[src/rtl/wqe_receiver_if.sv]
// rtl/wqe_receiver_if.sv - FIFO-side and WIT-side signal bundle for the WQE receiver
interface wqe_receiver_if #(
   parameter int WIT_ADDR_W = 14
);
   // metadata FIFO (FWFT)
   logic                  i_md_empty;
   logic                  o_md_rd_en;
   logic [255:0]          iv_md_data;
   // WQE segment FIFO (FWFT)
   logic                  i_wqe_empty;
   logic                  o_wqe_rd_en;
   logic [127:0]          iv_wqe_data;
   // header FIFO write side
   logic                  i_hdr_prog_full;
   logic                  o_hdr_wr_en;
   logic [383:0]          ov_hdr_data;
   // segment FIFO write side
   logic                  i_seg_prog_full;
   logic                  o_seg_wr_en;
   logic [128:0]          ov_seg_data;
   // WQE indicator table write port
   logic                  o_wit_wr_en;
   logic [WIT_ADDR_W-1:0] ov_wit_wr_addr;
   logic                  ov_wit_wr_data;
   // zero-length WQE indication
   logic                  o_err_pulse;

   // receiver side
   modport slave (
      input  i_md_empty, iv_md_data, i_wqe_empty, iv_wqe_data,
             i_hdr_prog_full, i_seg_prog_full,
      output o_md_rd_en, o_wqe_rd_en, o_hdr_wr_en, ov_hdr_data,
             o_seg_wr_en, ov_seg_data, o_wit_wr_en, ov_wit_wr_addr,
             ov_wit_wr_data, o_err_pulse
   );

   // FIFO / table environment side
   modport master (
      output i_md_empty, iv_md_data, i_wqe_empty, iv_wqe_data,
             i_hdr_prog_full, i_seg_prog_full,
      input  o_md_rd_en, o_wqe_rd_en, o_hdr_wr_en, ov_hdr_data,
             o_seg_wr_en, ov_seg_data, o_wit_wr_en, ov_wit_wr_addr,
             ov_wit_wr_data, o_err_pulse
   );
endinterface

[src/rtl/wqe_receiver.sv]
// rtl/wqe_receiver.sv - WQE parser front end: metadata/segment FIFO consumer, header/segment writer, WIT updater (optional counters: WQE_RECEIVER_STATS_EN)
module wqe_receiver #(
   parameter int WIT_ADDR_W = 14,
   parameter int STAT_W     = 32
) (
   input  logic        clk,
   input  logic        rst,
   wqe_receiver_if.slave bus,
   input  logic [31:0] dbg_sel,
   output logic [31:0] dbg_bus
);

   typedef enum logic {
      S_IDLE = 1'b0,
      S_SEG  = 1'b1
   } state_t;

   state_t state_q, state_d;

   // combinational pops
   logic md_rd;
   logic wqe_rd;

   // registered write-side outputs
   logic                  hdr_wr_q, hdr_wr_d;
   logic [383:0]          hdr_data_q, hdr_data_d;
   logic                  seg_wr_q, seg_wr_d;
   logic [128:0]          seg_data_q, seg_data_d;
   logic                  wit_wr_q, wit_wr_d;
   logic [WIT_ADDR_W-1:0] wit_addr_q, wit_addr_d;
   logic                  wit_data_q, wit_data_d;
   logic                  err_q, err_d;

   // per-WQE context latched at header time
   logic [15:0]           remaining_q, remaining_d;
   logic [9:0]            qpn_q, qpn_d;
   logic                  pend_q, pend_d;

   logic [15:0] md_total;
   logic [9:0]  md_qpn;
   logic        md_pend;
   logic        start_ok;
   logic        zero_len;
   logic        seg_ok;
   logic        last_seg;

   assign md_total = bus.iv_md_data[175:160];
   assign md_qpn   = bus.iv_md_data[17:8];
   assign md_pend  = bus.iv_md_data[7];

   // A WQE may only start when both downstream FIFOs can absorb its first writes;
   // a zero-length descriptor is dropped regardless of downstream space.
   assign start_ok = !bus.i_md_empty && !bus.i_wqe_empty && !bus.i_hdr_prog_full &&
                     !bus.i_seg_prog_full && (md_total != 16'd0);
   assign zero_len = !bus.i_md_empty && (md_total == 16'd0);
   assign seg_ok   = !bus.i_wqe_empty && !bus.i_seg_prog_full;
   assign last_seg = (remaining_q == 16'd1);

   // State register and all datapath flops
   always_ff @(posedge clk or posedge rst) begin
      if (rst) begin
         state_q     <= S_IDLE;
         hdr_wr_q    <= 1'b0;
         hdr_data_q  <= '0;
         seg_wr_q    <= 1'b0;
         seg_data_q  <= '0;
         wit_wr_q    <= 1'b0;
         wit_addr_q  <= '0;
         wit_data_q  <= 1'b0;
         err_q       <= 1'b0;
         remaining_q <= '0;
         qpn_q       <= '0;
         pend_q      <= 1'b0;
      end else begin
         state_q     <= state_d;
         hdr_wr_q    <= hdr_wr_d;
         hdr_data_q  <= hdr_data_d;
         seg_wr_q    <= seg_wr_d;
         seg_data_q  <= seg_data_d;
         wit_wr_q    <= wit_wr_d;
         wit_addr_q  <= wit_addr_d;
         wit_data_q  <= wit_data_d;
         err_q       <= err_d;
         remaining_q <= remaining_d;
         qpn_q       <= qpn_d;
         pend_q      <= pend_d;
      end
   end

   // Next state: single-segment WQEs never leave IDLE, so back-to-back total==1 WQEs cost one cycle each
   always_comb begin
      state_d = state_q;
      case (state_q)
         S_IDLE: if (start_ok && (md_total != 16'd1)) state_d = S_SEG;
         S_SEG:  if (seg_ok && last_seg)              state_d = S_IDLE;
         default: state_d = S_IDLE;
      endcase
   end

   // FIFO pops: combinational so the FWFT head is consumed in the cycle it is used; held off during reset
   always_comb begin
      md_rd  = 1'b0;
      wqe_rd = 1'b0;
      if (!rst) begin
         case (state_q)
            S_IDLE: begin
               if (start_ok) begin
                  md_rd  = 1'b1;
                  wqe_rd = 1'b1;
               end else if (zero_len) begin
                  md_rd  = 1'b1;
               end
            end
            S_SEG:   wqe_rd = seg_ok;
            default: ;
         endcase
      end
   end

   // Write-side next values: strobes are one-cycle, data registers hold between writes
   always_comb begin
      hdr_wr_d    = 1'b0;
      hdr_data_d  = hdr_data_q;
      seg_wr_d    = 1'b0;
      seg_data_d  = seg_data_q;
      wit_wr_d    = 1'b0;
      wit_addr_d  = wit_addr_q;
      wit_data_d  = wit_data_q;
      err_d       = 1'b0;
      remaining_d = remaining_q;
      qpn_d       = qpn_q;
      pend_d      = pend_q;
      if (state_q == S_IDLE && md_rd && wqe_rd) begin
         hdr_wr_d    = 1'b1;
         hdr_data_d  = {bus.iv_md_data, bus.iv_wqe_data};
         remaining_d = md_total - 16'd1;
         qpn_d       = md_qpn;
         pend_d      = md_pend;
         if (md_total == 16'd1) begin
            wit_wr_d   = 1'b1;
            wit_addr_d = {{(WIT_ADDR_W-10){1'b0}}, md_qpn};
            wit_data_d = md_pend;
         end
      end else if (state_q == S_IDLE && md_rd) begin
         err_d = 1'b1;
      end else if (state_q == S_SEG && wqe_rd) begin
         seg_wr_d    = 1'b1;
         seg_data_d  = {last_seg, bus.iv_wqe_data};
         remaining_d = remaining_q - 16'd1;
         if (last_seg) begin
            wit_wr_d   = 1'b1;
            wit_addr_d = {{(WIT_ADDR_W-10){1'b0}}, qpn_q};
            wit_data_d = pend_q;
         end
      end
   end

   assign bus.o_md_rd_en     = md_rd;
   assign bus.o_wqe_rd_en    = wqe_rd;
   assign bus.o_hdr_wr_en    = hdr_wr_q;
   assign bus.ov_hdr_data    = hdr_data_q;
   assign bus.o_seg_wr_en    = seg_wr_q;
   assign bus.ov_seg_data    = seg_data_q;
   assign bus.o_wit_wr_en    = wit_wr_q;
   assign bus.ov_wit_wr_addr = wit_addr_q;
   assign bus.ov_wit_wr_data = wit_data_q;
   assign bus.o_err_pulse    = err_q;

`ifdef WQE_RECEIVER_STATS_EN
   logic [STAT_W-1:0] stat_wqe_q, stat_wqe_d;
   logic [STAT_W-1:0] stat_seg_q, stat_seg_d;
   logic [STAT_W-1:0] stat_err_q, stat_err_d;

   // Statistics counters, free-running and wrapping, cleared only by reset
   always_ff @(posedge clk or posedge rst) begin
      if (rst) begin
         stat_wqe_q <= '0;
         stat_seg_q <= '0;
         stat_err_q <= '0;
      end else begin
         stat_wqe_q <= stat_wqe_d;
         stat_seg_q <= stat_seg_d;
         stat_err_q <= stat_err_d;
      end
   end

   // A WQE completes exactly when its WIT write is issued
   always_comb begin
      stat_wqe_d = stat_wqe_q + (wit_wr_d ? STAT_W'(1) : STAT_W'(0));
      stat_seg_d = stat_seg_q + (seg_wr_d ? STAT_W'(1) : STAT_W'(0));
      stat_err_d = stat_err_q + (err_d    ? STAT_W'(1) : STAT_W'(0));
   end
`endif

   // Debug read mux
   always_comb begin
      dbg_bus = 32'd0;
      case (dbg_sel)
         32'd0: dbg_bus = {26'd0, md_rd, wqe_rd, hdr_wr_q, seg_wr_q, wit_wr_q, err_q};
         32'd1: dbg_bus = {31'd0, state_q};
         32'd2: dbg_bus = {16'd0, remaining_q};
         32'd3: dbg_bus = {22'd0, qpn_q};
`ifdef WQE_RECEIVER_STATS_EN
         32'd4: dbg_bus = 32'(stat_wqe_q);
         32'd5: dbg_bus = 32'(stat_seg_q);
         32'd6: dbg_bus = 32'(stat_err_q);
`endif
         default: dbg_bus = 32'd0;
      endcase
   end

endmodule

[src/flat_wrapper.sv]
// flat-port wrapper written by rule: the top's interface ports become plain ports
module wqe_receiver_flat 
#(
   parameter int WIT_ADDR_W = 14,
   parameter int STAT_W     = 32
)
  (clk, rst, dbg_sel, dbg_bus, bus_i_md_empty, bus_iv_md_data, bus_i_wqe_empty, bus_iv_wqe_data, bus_i_hdr_prog_full, bus_i_seg_prog_full, bus_o_md_rd_en, bus_o_wqe_rd_en, bus_o_hdr_wr_en, bus_ov_hdr_data, bus_o_seg_wr_en, bus_ov_seg_data, bus_o_wit_wr_en, bus_ov_wit_wr_addr, bus_ov_wit_wr_data, bus_o_err_pulse);
  wqe_receiver_if #(.WIT_ADDR_W(WIT_ADDR_W)) bus_i ();
  input  logic clk;
  input  logic rst;
  input  logic [31:0] dbg_sel;
  output logic [31:0] dbg_bus;
  input wire logic [$bits(bus_i.i_md_empty)-1:0] bus_i_md_empty;
  input wire logic [$bits(bus_i.iv_md_data)-1:0] bus_iv_md_data;
  input wire logic [$bits(bus_i.i_wqe_empty)-1:0] bus_i_wqe_empty;
  input wire logic [$bits(bus_i.iv_wqe_data)-1:0] bus_iv_wqe_data;
  input wire logic [$bits(bus_i.i_hdr_prog_full)-1:0] bus_i_hdr_prog_full;
  input wire logic [$bits(bus_i.i_seg_prog_full)-1:0] bus_i_seg_prog_full;
  output wire logic [$bits(bus_i.o_md_rd_en)-1:0] bus_o_md_rd_en;
  output wire logic [$bits(bus_i.o_wqe_rd_en)-1:0] bus_o_wqe_rd_en;
  output wire logic [$bits(bus_i.o_hdr_wr_en)-1:0] bus_o_hdr_wr_en;
  output wire logic [$bits(bus_i.ov_hdr_data)-1:0] bus_ov_hdr_data;
  output wire logic [$bits(bus_i.o_seg_wr_en)-1:0] bus_o_seg_wr_en;
  output wire logic [$bits(bus_i.ov_seg_data)-1:0] bus_ov_seg_data;
  output wire logic [$bits(bus_i.o_wit_wr_en)-1:0] bus_o_wit_wr_en;
  output wire logic [$bits(bus_i.ov_wit_wr_addr)-1:0] bus_ov_wit_wr_addr;
  output wire logic [$bits(bus_i.ov_wit_wr_data)-1:0] bus_ov_wit_wr_data;
  output wire logic [$bits(bus_i.o_err_pulse)-1:0] bus_o_err_pulse;
  assign bus_i.i_md_empty = bus_i_md_empty;
  assign bus_i.iv_md_data = bus_iv_md_data;
  assign bus_i.i_wqe_empty = bus_i_wqe_empty;
  assign bus_i.iv_wqe_data = bus_iv_wqe_data;
  assign bus_i.i_hdr_prog_full = bus_i_hdr_prog_full;
  assign bus_i.i_seg_prog_full = bus_i_seg_prog_full;
  assign bus_o_md_rd_en = bus_i.o_md_rd_en;
  assign bus_o_wqe_rd_en = bus_i.o_wqe_rd_en;
  assign bus_o_hdr_wr_en = bus_i.o_hdr_wr_en;
  assign bus_ov_hdr_data = bus_i.ov_hdr_data;
  assign bus_o_seg_wr_en = bus_i.o_seg_wr_en;
  assign bus_ov_seg_data = bus_i.ov_seg_data;
  assign bus_o_wit_wr_en = bus_i.o_wit_wr_en;
  assign bus_ov_wit_wr_addr = bus_i.ov_wit_wr_addr;
  assign bus_ov_wit_wr_data = bus_i.ov_wit_wr_data;
  assign bus_o_err_pulse = bus_i.o_err_pulse;
  wqe_receiver #(.WIT_ADDR_W(WIT_ADDR_W), .STAT_W(STAT_W)) u_core (.clk(clk), .rst(rst), .bus(bus_i), .dbg_sel(dbg_sel), .dbg_bus(dbg_bus));
endmodule
[config.mk]
export PLATFORM = sky130hd
export DESIGN_NAME = wqe_receiver_flat
export DESIGN_NICKNAME = d
export VERILOG_FILES = /design/src/rtl/wqe_receiver_if.sv /design/src/rtl/wqe_receiver.sv /design/src/flat_wrapper.sv
export SDC_FILE = /design/constraint.sdc
export NUM_CORES = 1
export LEC_CHECK = 0
export CORE_AREA = 4 4 382 384
export CTS_CLUSTER_DIAMETER = 120
export DETAILED_ROUTE_END_ITERATION = 8
export DIE_AREA = 0 0 386 388
export PLACE_DENSITY = 0.43
export SYNTH_ARGS = -nofsm -noshare
export SYNTH_HDL_FRONTEND = slang
export SYNTH_SLANG_ARGS = --single-unit
[constraint.sdc]
create_clock -name clk -period 23 [get_ports clk]
set_input_delay 4.6 -clock clk [delete_from_list [all_inputs] [get_ports clk]]
set_output_delay 4.6 -clock clk [all_outputs]
set_load 0.02 [all_outputs]
== Yosys cells after proc, flatten, opt, wreduce, memory -nomap -nowiden ==
Cells that the tools add are included.

* $add $sub $neg: 2
* Equality and inequality tests: 8
* Muxes and demuxes: 35
* Bitwise operators: 3
* Reductions and logical operators: 23

{| class="wikitable"
|+ Operators by type and width
! kind !! count
|-
| 14-bit 2-to-1 mux || 5
|-
| 32-bit by 2-bit == test with 1-bit output, second input constant || 2
|-
| 16-bit one-hot mux with 4 select lines || 1
|-
| 16-bit 2-to-1 mux || 3
|-
| 16-bit by 1-bit == test with 1-bit output, second input constant || 2
|-
| 32-bit by 1-bit == test with 1-bit output, second input constant || 1
|-
| 32-bit logical NOT || 1
|-
| 16-bit by 1-bit subtractor with 16-bit output, second input constant || 2
|-
| 1-bit 2-to-1 mux || 24
|-
| 16-bit logical NOT || 1
|-
| 16-bit by 1-bit inequality test with 1-bit output, second input constant || 1
|-
| 16-bit nonzero test || 1
|-
| 1-bit logical AND || 11
|-
| 1-bit logical NOT || 4
|-
| 2-bit inequality test, second input constant || 2
|-
| 1-bit one-hot mux with 2 select lines || 2
|-
| 4-bit AND reduction || 1
|-
| 2-bit nonzero test || 2
|-
| 1-bit inverter || 3
|-
| 3-bit AND reduction || 1
|-
| 2-bit AND reduction || 1
|}

* Bits in registers: 560

== Depth between registers and ports, before layout ==
Gate-level depths: netlist of run 1.

* Depth after elaboration: 12
* Mapped depth: 11

== Worst setup path after synthesis of run 1 ==
Ideal clock, no wire load.

* Path type: input to register
* Start: input port rst
* End: register u_core.seg_data_q[48], in the netlist u_core.bus.ov_seg_data[48]
* Library setup time: 0.065 ns
* Arrival time: 18.073 ns
* Required time: 22.935 ns
* Path slack: 4.862 ns
* Stages: 8
* Cells stage by stage: clkbuf_1 > inv_1 > nand2_1 > inv_1 > clkbuf_1 > clkbuf_1 > nand2_1 > nand2_1

* Longest elaborated chain between the ends: 5

{| class="wikitable"
|+ Ends and longest elaborated chain
! element !! line !! RTL
|-
| start, declared || flat_wrapper.sv:10 || <nowiki>input logic rst;</nowiki>
|-
| 1-bit 2-to-1 mux || wqe_receiver.sv:104 || <nowiki>if (!rst) begin</nowiki>
|-
| 1-bit logical AND || wqe_receiver.sv:133, wqe_receiver.sv:144 ||
|-
| 1-bit logical AND || wqe_receiver.sv:133 || <nowiki>if (state_q == S_IDLE && md_rd && wqe_rd) begin</nowiki>
|-
| 1-bit inverter (no source line) || -- ||
|-
| 3-bit AND reduction (no source line) (*) || -- ||
|-
| end signal, assigned || wqe_receiver.sv:79 || <nowiki>seg_data_q <= seg_data_d;</nowiki>
|-
| end, declared || wqe_receiver.sv:28 || <nowiki>logic [128:0] seg_data_q, seg_data_d;</nowiki>
|}

Every way passes the cells marked *; elsewhere a longest branch is shown, timed or not.
A chain may end at the register's enable or synchronous reset.

== Worst setup path after layout of run 1 ==
* Start: input port dbg_sel[4]
* End: output port dbg_bus[11]

* Longest elaborated chain between the ends: 2

{| class="wikitable"
|+ Ends and longest elaborated chain
! element !! line !! RTL
|-
| start, declared || flat_wrapper.sv:11 || <nowiki>input logic [31:0] dbg_sel;</nowiki>
|-
| 32-bit by 2-bit == test with 1-bit output, or another cell as far along || wqe_receiver.sv:198 || <nowiki>case (dbg_sel)</nowiki>
|-
| 16-bit one-hot mux with 4 select lines (*) || wqe_receiver.sv:198 ||
|-
| end, declared || flat_wrapper.sv:12 || <nowiki>output logic [31:0] dbg_bus;</nowiki>
|}

Marked as above.

==> results summary, run 1 <==
In this run, the number of DRC markers left after iteration 0 of detailed routing was 1145. The biggest area contributor in the post-synthesis netlist is sky130_fd_sc_hd__dfrtp_1. In the final design database the tool counted 3802 nets. The post-cts gate resize count is 0. The number of top-level pins is 988. The mean post-synth cell area came out at 8.91 sq um. The detailed-route wire length per cell came out at 19.6 um. The fraction of final layout cells with drive strength greater than 1 is 5.01%. The number of max-cap violations came out at 0. The number of H-tree levels is 3. The worst setup path is of the input port to primary output kind. The ratio of routed vias to standard cells came out at 3.69. The maximum clock path buffer count came out at 3. The required time of the critical path is 18400 ps. The count of cell types in the netlist came out at 61. Among the stages of the critical path, the cell type that occurs most often is sky130_fd_sc_hd__clkdlybuf4s50_1. The highest achievable clock rate came out at 77.9 MHz. The slew at the pin closest to its max-slew limit is 1150 ps. In the synthesized netlist the async set-or-reset flop fraction comes to 100%. The post-DP HPWL is 77900 um. Of all nets on the critical path, the largest fanout is 6. The layout overhead on the synthesized area is 64.7%. The post-synthesis sequential element count came out at 545. The via count of the first global-routing pass came to 20408. The cell count after synthesis is 2441. The overall via count from detail_route came out at 19725. Setup repair after global routing left no endpoint under its margin. Once detail routing completed, the nets flagged for antenna violations numbered 0. Sequential elements use 62.7% of the synthesized area. Post-CTS timing repair inserted 0 buffers for setup. The path with the worst hold slack has its endpoint at u_core.bus.ov_seg_data[128]. The total wire length after detailed routing is 105000 um. The first global-routing pass estimated 148000 um of wire. For this design the static power due to leakage is 0.0169 uW. Global routing finished with a remaining overflow of 0. Routability-driven placement finished with a final weighted congestion of 0.850. Measured along the y axis, the die boundary spans 388 um. In this run the biggest area consumer among cell types represents 62.7% of the synthesized area. The register-to-register setup slack is 18580 ps.

The number of synthesized flops with an enable pin came out at 0. The final clock skew is 30.4 ps. The number of detailed-routing iterations run before antenna repair came out at 6. The type of element capturing the critical path is a primary output. The total number of yosys warnings came out at 0.

By area the synthesized netlist is led by sky130_fd_sc_hd__dfrtp_1 (63%), sky130_fd_sc_hd__nand2_1 (26%), sky130_fd_sc_hd__buf_2 (2.0%), sky130_fd_sc_hd__mux2_2 (1.0%), sky130_fd_sc_hd__buf_4 (0.76%). The run finished with clean final reports. The number of max-slew violations in the final report is 0. The total power draw came out at 3380 uW. The depth of the worst register-to-register path came out at 7. The endpoint arrival time on the critical path is 8250 ps. After routing, the total negative slack on setup checks comes to 0 ps. The synthesized netlist occupies a cell area of 0.0218 sq mm. In this run the critical register-to-register path is captured at u_core.bus.ov_hdr_data[102]. The critical path goes through clkdlybuf4s50_1 > nor4_1 > nand4_1 > nor2_1 > and3b_1 > and2_1 > clkdlybuf4s50_1.

The post-route worst hold slack came out at 465 ps. The number of antenna violations at the first check in global routing was 15. The die footprint came out at 0.150 sq mm. TritonCTS built the clock tree. The startpoint identified for the worst hold timing path is u_core.bus.ov_seg_data[128]. The delay of the slowest cell on the worst path is 920 ps. The post-CTS clock slew at the launch and capture registers of the worst setup and hold paths is 50 ps. The final critical path takes up 55.8% of the cycle.

The class of the worst hold path is register to register. The source-to-sink clock delay at the later pin of the worst-skew pair came out at 660 ps. The beginning of the worst register-to-register path is u_core.state_q. The area of the core came out at 0.143 sq mm. The clock period could shrink to 12850 ps. The effective utilization at floorplan came out at 15.2%. Power spread over the standard cell area amounts to 94.3 mW/mm^2. The clock tree root driver cell is sky130_fd_sc_hd__clkbuf_16. The final setup violation count came out at 0. Buffers inserted to repair hold after CTS numbered 0. The horizontal die dimension is 386 um. The slowest cell on the critical path is sky130_fd_sc_hd__nor4_1. Global routing used 13.5% of the available tracks across all layers. The largest net degree at the start of global routing came out at 173. The number of hold violations in the final report is 0. The count of clock tree sinks came out at 545. The worst-case vdd ir drop is 0.0468 mV. Along the worst hold path, the cell count comes to 2. TritonCTS created 72 clock buffers. The commonest register cell after synthesis is sky130_fd_sc_hd__dfrtp_1. The number of I/O port buffers came out at 967. The row count came out at 139. For this run, design rule violations remaining after detail routing come to 0. STA classifies the critical path startpoint as an input port. The relative slew slack is 23.6%.
==> state kept, by name, summed over array words and instances, names as in the netlist <==
register / count
u_core.bus.ov_seg_data: 129
u_core.bus.o_wit_wr_en: 1
u_core.qpn_q: 9
u_core.remaining_q: 16
u_core.bus.o_seg_wr_en: 1
u_core.state_q: 1
u_core.bus.ov_wit_wr_addr: 10
u_core.bus.ov_hdr_data: 375
u_core.bus.o_hdr_wr_en: 1
u_core.bus.ov_wit_wr_data: 1
u_core.bus.o_err_pulse: 1
==> metrics by stage <==
step / std cells / area [sq um] / setup WS (ps) / util [%]
global route: 5343 / 35800 / 9990 / 25.1
detailed placement: 5205 / 33400 / 10150 / 23.4
floorplan: 2460 / 21800 / 2980 / -
global placement: 5205 / 33400 / 10160 / 23.4
finish: 5344 / 35800 / 10150 / 25.1
CTS: 5337 / 35800 / 10150 / 25.1
==> kinds of logic after synthesis <==
family,after synthesis,synth area share [%]
other cells,1,0.0172
simple gates,1628,29.3
compound gates,57,1.83
fa+ha+maj,4,0.230
buf+inv,161,3.72
xor+xnor,14,0.564
mux,31,1.65
flops,545,62.7
==> worst max-delay path, delay by kind of cell <==
family | cells | cell delay [ps]
and+or+nand+nor | 5 | 2500
buffers and inverters | 2 | 1140
==> worst max path at each step <==
stage                         from                      to  cells after the start  slack [ps]
6_report                dbg_sel[4]             dbg_bus[11]                      7       10150
4_1_cts                 dbg_sel[4]             dbg_bus[11]                      7       10150
2_1_floorplan                  rst  u_core.bus.o_err_pulse                      2        2980
5_1_grt        bus_iv_md_data[170]              dbg_bus[5]                      7        9990
3_5_place_dp            dbg_sel[4]             dbg_bus[11]                      7       10150
3_3_place_gp            dbg_sel[4]             dbg_bus[10]                      7       10160
==> cells in the final DEF (no fill, tap or decap), types with 4 or more instances in the layout <==
master	netlist	layout
sky130_fd_sc_hd__xnor2_1	7	7
sky130_fd_sc_hd__nor3_1	17	17
sky130_fd_sc_hd__nor2_1	23	23
sky130_fd_sc_hd__nand2_1	1518	1517
sky130_fd_sc_hd__clkbuf_1	35	22
sky130_fd_sc_hd__nand4_1	7	7
sky130_fd_sc_hd__dfrtp_1	545	545
sky130_fd_sc_hd__clkdlybuf4s50_1	0	967
sky130_fd_sc_hd__nor4_1	13	13
sky130_fd_sc_hd__a31oi_1	6	6
sky130_fd_sc_hd__clkbuf_8	0	12
sky130_fd_sc_hd__mux2_2	20	20
sky130_fd_sc_hd__xor2_1	7	7
sky130_fd_sc_hd__a21oi_1	12	12
sky130_fd_sc_hd__ha_1	4	4
sky130_fd_sc_hd__o221ai_1	4	4
sky130_fd_sc_hd__clkinv_2	0	11
sky130_fd_sc_hd__mux2i_1	8	8
sky130_fd_sc_hd__o31ai_1	7	7
sky130_fd_sc_hd__and2_1	9	9
sky130_fd_sc_hd__inv_1	11	9
sky130_fd_sc_hd__clkbuf_16	0	73
sky130_fd_sc_hd__diode_2	0	7
sky130_fd_sc_hd__nor3b_1	4	4
sky130_fd_sc_hd__o21ai_0	6	6
sky130_fd_sc_hd__bufinv_16	0	5
sky130_fd_sc_hd__buf_4	22	21
sky130_fd_sc_hd__nand3_1	11	11
sky130_fd_sc_hd__conb_1	1	20
==> per-layer routing <==
layer | up-vias | part of all wire, % | GRT usage, %
met3 | 143 | 9.4 | 5.02
li1 | 9406 | - | -
met1 | 9480 | 40 | 16.1
met2 | 686 | 47 | 22.1
met5 | - | 0.058 | 0
met4 | 10 | 3.1 | 5.07
==> where the power goes <==
group          switching [uW]  internal, uW  total (uW)
registers                 119          1140        1260
logic                     516           437         952
clock network             477           689        1170
total                    1110          2270        3380
==> cells in the mapped netlist, types with 2 or more instances <==
cell,number
sky130_fd_sc_hd__o22ai_1,2
sky130_fd_sc_hd__o221ai_1,4
sky130_fd_sc_hd__and2_1,9
sky130_fd_sc_hd__nand2_1,1518
sky130_fd_sc_hd__clkbuf_1,35
sky130_fd_sc_hd__a211oi_1,3
sky130_fd_sc_hd__nor4_4,2
sky130_fd_sc_hd__or4_1,3
sky130_fd_sc_hd__nor3b_1,4
sky130_fd_sc_hd__nand2b_1,3
sky130_fd_sc_hd__nand3_1,11
sky130_fd_sc_hd__o21ai_0,6
sky130_fd_sc_hd__o31ai_1,7
sky130_fd_sc_hd__xnor2_1,7
sky130_fd_sc_hd__o211ai_1,2
sky130_fd_sc_hd__dfrtp_1,545
sky130_fd_sc_hd__nand3b_1,3
sky130_fd_sc_hd__nor3_1,17
sky130_fd_sc_hd__a31oi_1,6
sky130_fd_sc_hd__inv_1,11
sky130_fd_sc_hd__nor2_1,23
sky130_fd_sc_hd__mux2_4,2
sky130_fd_sc_hd__xor2_1,7
sky130_fd_sc_hd__a211o_1,2
sky130_fd_sc_hd__o21a_1,2
sky130_fd_sc_hd__mux2i_1,8
sky130_fd_sc_hd__a21oi_1,12
sky130_fd_sc_hd__buf_4,22
sky130_fd_sc_hd__buf_2,89
sky130_fd_sc_hd__nor4_1,13
sky130_fd_sc_hd__mux2_2,20
sky130_fd_sc_hd__o221a_2,2
sky130_fd_sc_hd__and3_1,3
sky130_fd_sc_hd__ha_1,4
sky130_fd_sc_hd__nand4_1,7
sky130_fd_sc_hd__nor4_2,2
==> final cells by class <==
type                            count  area [sq um]
Timing Repair Buffer              990          9880
Fill cell                       15457        107000
Sequential cell                   545         13600
Tap cell                         1903          2380
Multi-Input combinational cell   1754          7390
Clock inverter                     25           364
Antenna cell                        7          17.5
Clock buffer                      107          2070
Inverter                           13          77.6
(Power assumes the default switching activity.)
==> inputs of run 2 (changes only) <==
--- a/config.mk
+++ b/config.mk
@@ -5,11 +5,11 @@
 export SDC_FILE = /design/constraint.sdc
 export NUM_CORES = 1
 export LEC_CHECK = 0
-export CORE_AREA = 4 4 382 384
+export CORE_AREA = 4 4 378 380
 export CTS_CLUSTER_DIAMETER = 120
 export DETAILED_ROUTE_END_ITERATION = 8
-export DIE_AREA = 0 0 386 388
-export PLACE_DENSITY = 0.43
+export DIE_AREA = 0 0 382 384
+export PLACE_DENSITY = 0.44
 export SYNTH_ARGS = -nofsm -noshare
 export SYNTH_HDL_FRONTEND = slang
 export SYNTH_SLANG_ARGS = --single-unit
==> constraint.sdc (replaced) <==
create_clock -name clk -period 10.82 [get_ports clk]
set_input_delay 2.164 -clock clk [delete_from_list [all_inputs] [get_ports clk]]
set_output_delay 2.164 -clock clk [all_outputs]
set_load 0.02 [all_outputs]
==> results summary, run 2 (synthesized netlist as in run 1, its figures left out) <==
Run status: completed (unchanged). The post-cts gate resize count is 0 (unchanged). The largest net degree at the start of global routing came to 173 (unchanged). The total wire length after detailed routing is 102000 um (was 105000 um).

The final setup violation count is 0 (unchanged). The count of clock tree sinks is 545 (unchanged). The layout overhead on the synthesized area is 64.5% (was 64.7%). The post-route worst hold slack came out at 469 ps (was 465 ps). The CTS tree is done (unchanged). The final worst-path cycle share is 72.7%.

The required time of the critical path came out at 8660 ps (was 18400 ps). The clock tree root driver cell is sky130_fd_sc_hd__clkbuf_16 (unchanged). The net count of the finished layout is 3803 (was 3802).

The horizontal die dimension came out at 382 um (was 386 um). The kind of launch point of the worst setup path is an input port (unchanged). The number of max-slew violations in the final report came to 0 (unchanged). The slew at the pin closest to its max-slew limit came to 1160 ps (was 1150 ps). Based on the critical path, the design can be clocked at up to 127 MHz. The global-route wire length before repair came out at 146000 um (was 148000 um). The number of nets with antenna violations after detailed routing is 0 (unchanged). The number of setup buffers added after CTS is 0 (unchanged).

The effective utilization at floorplan is 15.6% (was 15.2%). The time the final worst path needs with I/O delays and setup came out at 7870 ps. The number of fill cells in the layout is 15133 (was 15457).

RSZ-0062 raised after global routing: no (unchanged). The TritonCTS buffer count came to 72 (unchanged). The number of I/O port buffers came out at 967 (unchanged). The row count came out at 137 (was 139). The fraction of final layout cells with drive strength greater than 1 came out at 5.16% (was 5.01%). The number of max-cap violations was 0 (unchanged). The worst-case vdd ir drop came out at 0.118 mV (was 0.0468 mV). The maximum clock path buffer count came out at 3 (unchanged).

The overall track demand over capacity in global routing came out at 13.4% (was 13.5%). The post-DP HPWL is 75000 um (was 77900 um). The relative slew slack is 22.4% (was 23.6%). The most common cell after layout, fill and taps aside is sky130_fd_sc_hd__nand2_1 (unchanged). Commonest cells after routing, fill and taps aside: sky130_fd_sc_hd__nand2_1 (1517), sky130_fd_sc_hd__clkdlybuf4s50_1 (967), sky130_fd_sc_hd__dfrtp_1 (545) (unchanged).

The final clock skew was 24.4 ps (was 30.4 ps). The class of the worst hold path is register to register (unchanged). The standby leakage power is 0.0169 uW (about the same).

The final routed DRC violation total was 0 (unchanged). The type of the worst setup path is input port to primary output (unchanged). The flip-flop count of the largest register, all copies and words added is 375 (unchanged). The number of top-level pins came out at 988 (unchanged).

The endpoint arrival time on the critical path is 5700 ps (was 8250 ps). The die footprint came out at 0.147 sq mm (was 0.150 sq mm). The placer's final routability congestion estimate is 0.837 (was 0.850). The overall die height was 384 um (was 388 um).

The source-to-sink clock delay at the later pin of the worst-skew pair is 630 ps (was 660 ps). The detailed-route wire length per cell was 19.2 um (was 19.6 um). The number of detailed-routing iterations run before antenna repair is 5 (was 6). The highest net fanout along the worst path came out at 8 (was 6). The number of hold violations in the final report is 0 (unchanged). The overall via count from detail_route came out at 19462 (was 19725). The area of the core is 0.139 sq mm (was 0.143 sq mm). The ratio of routed vias to standard cells is 3.66 (was 3.69). The total power draw is 7130 uW (was 3380 uW). The post-CTS clock slew at the launch and capture registers of the worst setup and hold paths came out at 60 ps (was 50 ps). The post-cts hold buffer count is 0 (unchanged).

The global route total overflow was 0 (unchanged). The via count of the first global-routing pass is 20143 (was 20408). The number of antenna violations at the first check in global routing came to 10 (was 15). The type of element capturing the critical path is a primary output (unchanged). The power per cell area came out at 199 mW/mm^2 (was 94.3 mW/mm^2). The number of H-tree levels came to 3 (unchanged). The initial DRC count is 1121 (was 1145).
[run 2: path summary, 6_finish.rpt]
kind	start	endpoint	slack, ps	cells after the start
setup reg to reg	u_core.state_q	u_core.bus.ov_hdr_data[103]	7090	7
max in group asynchronous	rst	u_core.bus.ov_hdr_data[260]	5660	6
hold / removal	u_core.bus.ov_hdr_data[108]	u_core.bus.ov_hdr_data[108]	470	2
min in group asynchronous	rst	u_core.remaining_q[8]	2280	3
hold reg to reg	u_core.bus.ov_hdr_data[108]	u_core.bus.ov_hdr_data[108]	470	2
setup / recovery	bus_iv_md_data[164]	dbg_bus[5]	2950	7
[run 2: area by class of cell]
type                            count  area (sq um)  share of cell area, %
Sequential cell                   545         13600                   38.1
Timing Repair Buffer              991          9910                   27.7
Multi-Input combinational cell   1754          7390                   20.7
Tap cell                         1876          2350                   6.56
Clock buffer                      105          2150                   6.00
Clock inverter                     21           259                  0.724
Inverter                           13          70.1                  0.196
Antenna cell                        6          15.0                 0.0420
[run 2: where the power goes]
part / internal (uW) / total, uW / switching [uW]
clock: 1450 / 2440 / 982
sequential: 2430 / 2670 / 246
combinational: 930 / 2020 / 1090
total: 4810 / 7130 / 2320
[run 2: metrics by stage]
step                TNS (ps)  util [%]  setup WS, ps  cell area [sq um]  instances
floorplan            -147860         -         -1140              21800       2460
global placement           0      24.0          2700              33400       5179
detailed placement         0      24.0          2680              33400       5179
CTS                        0      25.7          2650              35800       5305
global route               0      25.7          2550              35800       5309
finish                     0      25.7          2950              35800       5311
[run 2: worst max-delay path, cell delays in order]
cell	delay, ps
sky130_fd_sc_hd__clkdlybuf4s50_1	540
sky130_fd_sc_hd__nor4_4	640
sky130_fd_sc_hd__nand4_2	350
sky130_fd_sc_hd__a21boi_0	700
sky130_fd_sc_hd__nand2_1	120
sky130_fd_sc_hd__a311oi_1	380
sky130_fd_sc_hd__clkdlybuf4s50_1	790
[run 2: metal layers]
layer | vias to the layer above | global-route usage, % | share of wire, %
li1 | 9375 | - | -
met1 | 9308 | 15.2 | 38
met2 | 634 | 23.0 | 50
met3 | 143 | 5.18 | 8.5
met4 | 2 | 4.79 | 3.3
met5 | - | 0 | 0.013
==> inputs of run 3 (changes only) <==
==> constraint.sdc (replaced) <==
create_clock -name clk -period 6.6 [get_ports clk]
set_input_delay 1.32 -clock clk [delete_from_list [all_inputs] [get_ports clk]]
set_output_delay 1.32 -clock clk [all_outputs]
set_load 0.02 [all_outputs]
==> results summary, run 3 (synthesized netlist as in run 1, its figures left out) <==
The count of clock tree sinks was 545 (unchanged). The initial DRC count came out at 1019 (was 1121). The final cell area excluding filler cells is 0.0361 sq mm (was 0.0358 sq mm).

The highest achievable clock rate is 177 MHz. The overall die height is 384 um (unchanged). The ratio of routed vias to standard cells came out at 3.69 (was 3.66). The number of max-slew violations in the final report came out at 0 (unchanged). The layout overhead on the synthesized area was 65.8% (was 64.5%). The number of antenna violations at the first check in global routing came out at 9 (was 10). The power per cell area came out at 331 mW/mm^2 (was 199 mW/mm^2). The post-placement cell area is 0.0335 sq mm (was 0.0334 sq mm).

The row count was 137 (unchanged). The source-to-sink clock delay at the later pin of the worst-skew pair came out at 650 ps (was 630 ps). The critical path buffer and inverter count is 3 (was 2). The endpoint arrival time on the critical path is 4330 ps (was 5700 ps). The relative slew slack came out at 34.9% (was 22.4%). The detailed-route wire length per cell came out at 19.2 um (about the same). The final setup violation count came to 0 (unchanged).

The post-DP HPWL came out at 75200 um (was 75000 um). The slowest cell on the critical path is sky130_fd_sc_hd__clkdlybuf4s50_1 (unchanged). The number of hold violations in the final report is 0 (unchanged). The type of element capturing the critical path is a primary output (unchanged). The fraction of final layout cells with drive strength greater than 1 is 5.58% (was 5.16%).

The net count of the finished layout came out at 3810 (was 3803). The required time of the critical path came out at 5280 ps (was 8660 ps). The horizontal die dimension came out at 382 um (unchanged). The via count of the first global-routing pass came out at 20337 (was 20143). The overall track demand over capacity in global routing came out at 13.5% (was 13.4%). The clock tree root driver cell is sky130_fd_sc_hd__clkbuf_16 (unchanged). The effective utilization at floorplan came out at 15.6% (unchanged).

The overall via count from detail_route was 19648 (was 19462). The standby leakage power was 0.0170 uW (was 0.0169 uW). The largest net degree at the start of global routing came to 139 (was 173). The total power draw came out at 11900 uW (was 7130 uW). The type of the worst setup path is input port to primary output (unchanged). The worst-case vdd ir drop is 0.170 mV (was 0.118 mV). The met2 layer wire length in the routed design is 51400 um (was 50800 um). Run status: completed (unchanged). Counting I/O delays and the setup requirement, the final critical path takes 5650 ps. The post-cts hold buffer count is 0 (unchanged). The delay of the slowest cell on the worst path was 600 ps (was 790 ps). The CTS tree is done (unchanged). The post-cts gate resize count is 0 (unchanged). The area of the core came out at 0.139 sq mm (unchanged). The class of the worst hold path is register to register (unchanged).

The number of nets with antenna violations after detailed routing is 0 (unchanged). The number of max-cap violations came out at 0 (unchanged). The setup TNS came out at 0 ps (unchanged). The family with the most delay on the worst path is simple AND/OR/NAND/NOR gates (was buffers and inverters). The post-placement worst setup slack is 878 ps (was 2680 ps). The slew at the pin closest to its max-slew limit is 976 ps (was 1160 ps). The global-route wire length before repair was 147000 um (was 146000 um). The uppermost layer routed is met5 (unchanged).

The post-route met1 wirelength came out at 41000 um (was 39300 um). The post-layout worst setup margin was 951 ps (was 2950 ps). The global route total overflow is 0 (unchanged). The final clock skew is 18.1 ps (was 24.4 ps). The cell repeated most along the worst path was sky130_fd_sc_hd__clkdlybuf4s50_1 (unchanged). The most common cell after layout, fill and taps aside is sky130_fd_sc_hd__nand2_1 (unchanged). The die footprint is 0.147 sq mm (unchanged).

The placer's final routability congestion estimate came out at 0.829 (was 0.837). The number of fill cells in the layout is 15115 (was 15133). The post-route worst hold slack is 469 ps (about the same). The kind of launch point of the worst setup path is an input port (unchanged).

The highest net fanout along the worst path came to 6 (was 8). The number of I/O port buffers is 967 (unchanged). The final critical path takes up 85.6% of the cycle.

The number of top-level pins is 988 (unchanged). RSZ-0062 raised after global routing: no (unchanged). The met3 wire length is 7900 um (was 8650 um). The flip-flop count of the largest register, all copies and words added came out at 375 (unchanged). The number of H-tree levels is 3 (unchanged). Commonest cells after routing, fill and taps aside: sky130_fd_sc_hd__nand2_1 (1517), sky130_fd_sc_hd__clkdlybuf4s50_1 (967), sky130_fd_sc_hd__dfrtp_1 (545) (unchanged).

The post-CTS clock slew at the launch and capture registers of the worst setup and hold paths came out at 60 ps (about the same). The maximum clock path buffer count is 3 (unchanged). The final routed DRC violation total is 0 (unchanged). The number of setup buffers added after CTS is 0 (unchanged).

The number of detailed-routing iterations run before antenna repair is 5 (unchanged). Crit path cell chain: clkdlybuf4s50_1 > nor4_1 > nand4_1 > nor2_1 > and3b_1 > and2_1 > buf_12 > clkdlybuf4s50_1 (was clkdlybuf4s50_1 > nor4_4 > nand4_2 > a21boi_0 > nand2_1 > a311oi_1 > clkdlybuf4s50_1). The TritonCTS buffer count is 73 (was 72).

The total wire length after detailed routing came out at 102000 um (about the same).
run 3: area by class of cell:
cell class | instances | area [sq um] | share of cell area [%]
Antenna cell | 2 | 5.00 | 0.0139
Clock buffer | 105 | 2180 | 6.04
Timing Repair Buffer | 997 | 10000 | 27.8
Clock inverter | 28 | 408 | 1.13
Sequential cell | 545 | 13600 | 37.8
Inverter | 13 | 70.1 | 0.194
Tap cell | 1876 | 2350 | 6.51
Multi-Input combinational cell | 1754 | 7390 | 20.5
run 3: power breakdown:
part,switching (uW),internal [uW]
combinational,1790,1530
sequential,397,3980
clock,1680,2560
total,3870,8070
run 3: worst register-to-register path, stage by stage, from the launching register on:
cell and delay, ps:
sky130_fd_sc_hd__dfrtp_1 530, sky130_fd_sc_hd__nor3_1 240, sky130_fd_sc_hd__buf_4 170, sky130_fd_sc_hd__nand3_4 410
sky130_fd_sc_hd__clkinv_8 640, sky130_fd_sc_hd__buf_4 660, sky130_fd_sc_hd__nand2_1 280, sky130_fd_sc_hd__nand2_1 100
run 3: routing by layer:
| layer | GRT usage, % | vias up |
|---|---|---|
| met4 | 3.80 | 4 |
| met2 | 23.5 | 642 |
| met5 | 0 | - |
| met1 | 15.8 | 9502 |
| met3 | 4.37 | 98 |
| li1 | - | 9402 |
run 3: final timing paths:
kind                                                 start                           to  slack, ps  depth (start not counted)
worst max-delay path                           dbg_sel[21]                  dbg_bus[14]        950                          8
worst min-delay path            u_core.bus.ov_seg_data[83]   u_core.bus.ov_seg_data[83]        470                          2
worst max register to register              u_core.state_q  u_core.bus.ov_hdr_data[285]       3500                          7
worst min register to register  u_core.bus.ov_seg_data[83]   u_core.bus.ov_seg_data[83]        470                          2
max in group asynchronous                              rst   u_core.bus.ov_hdr_data[90]       3160                          5
min in group asynchronous                              rst  u_core.bus.ov_hdr_data[211]       1440                          3
run 3: stage by stage:
stage,utilization (%),instances
floorplan,-,2460
global placement,24.0,5185
detailed placement,24.0,5185
CTS,25.9,5318
global route,25.9,5318
finish,25.9,5320
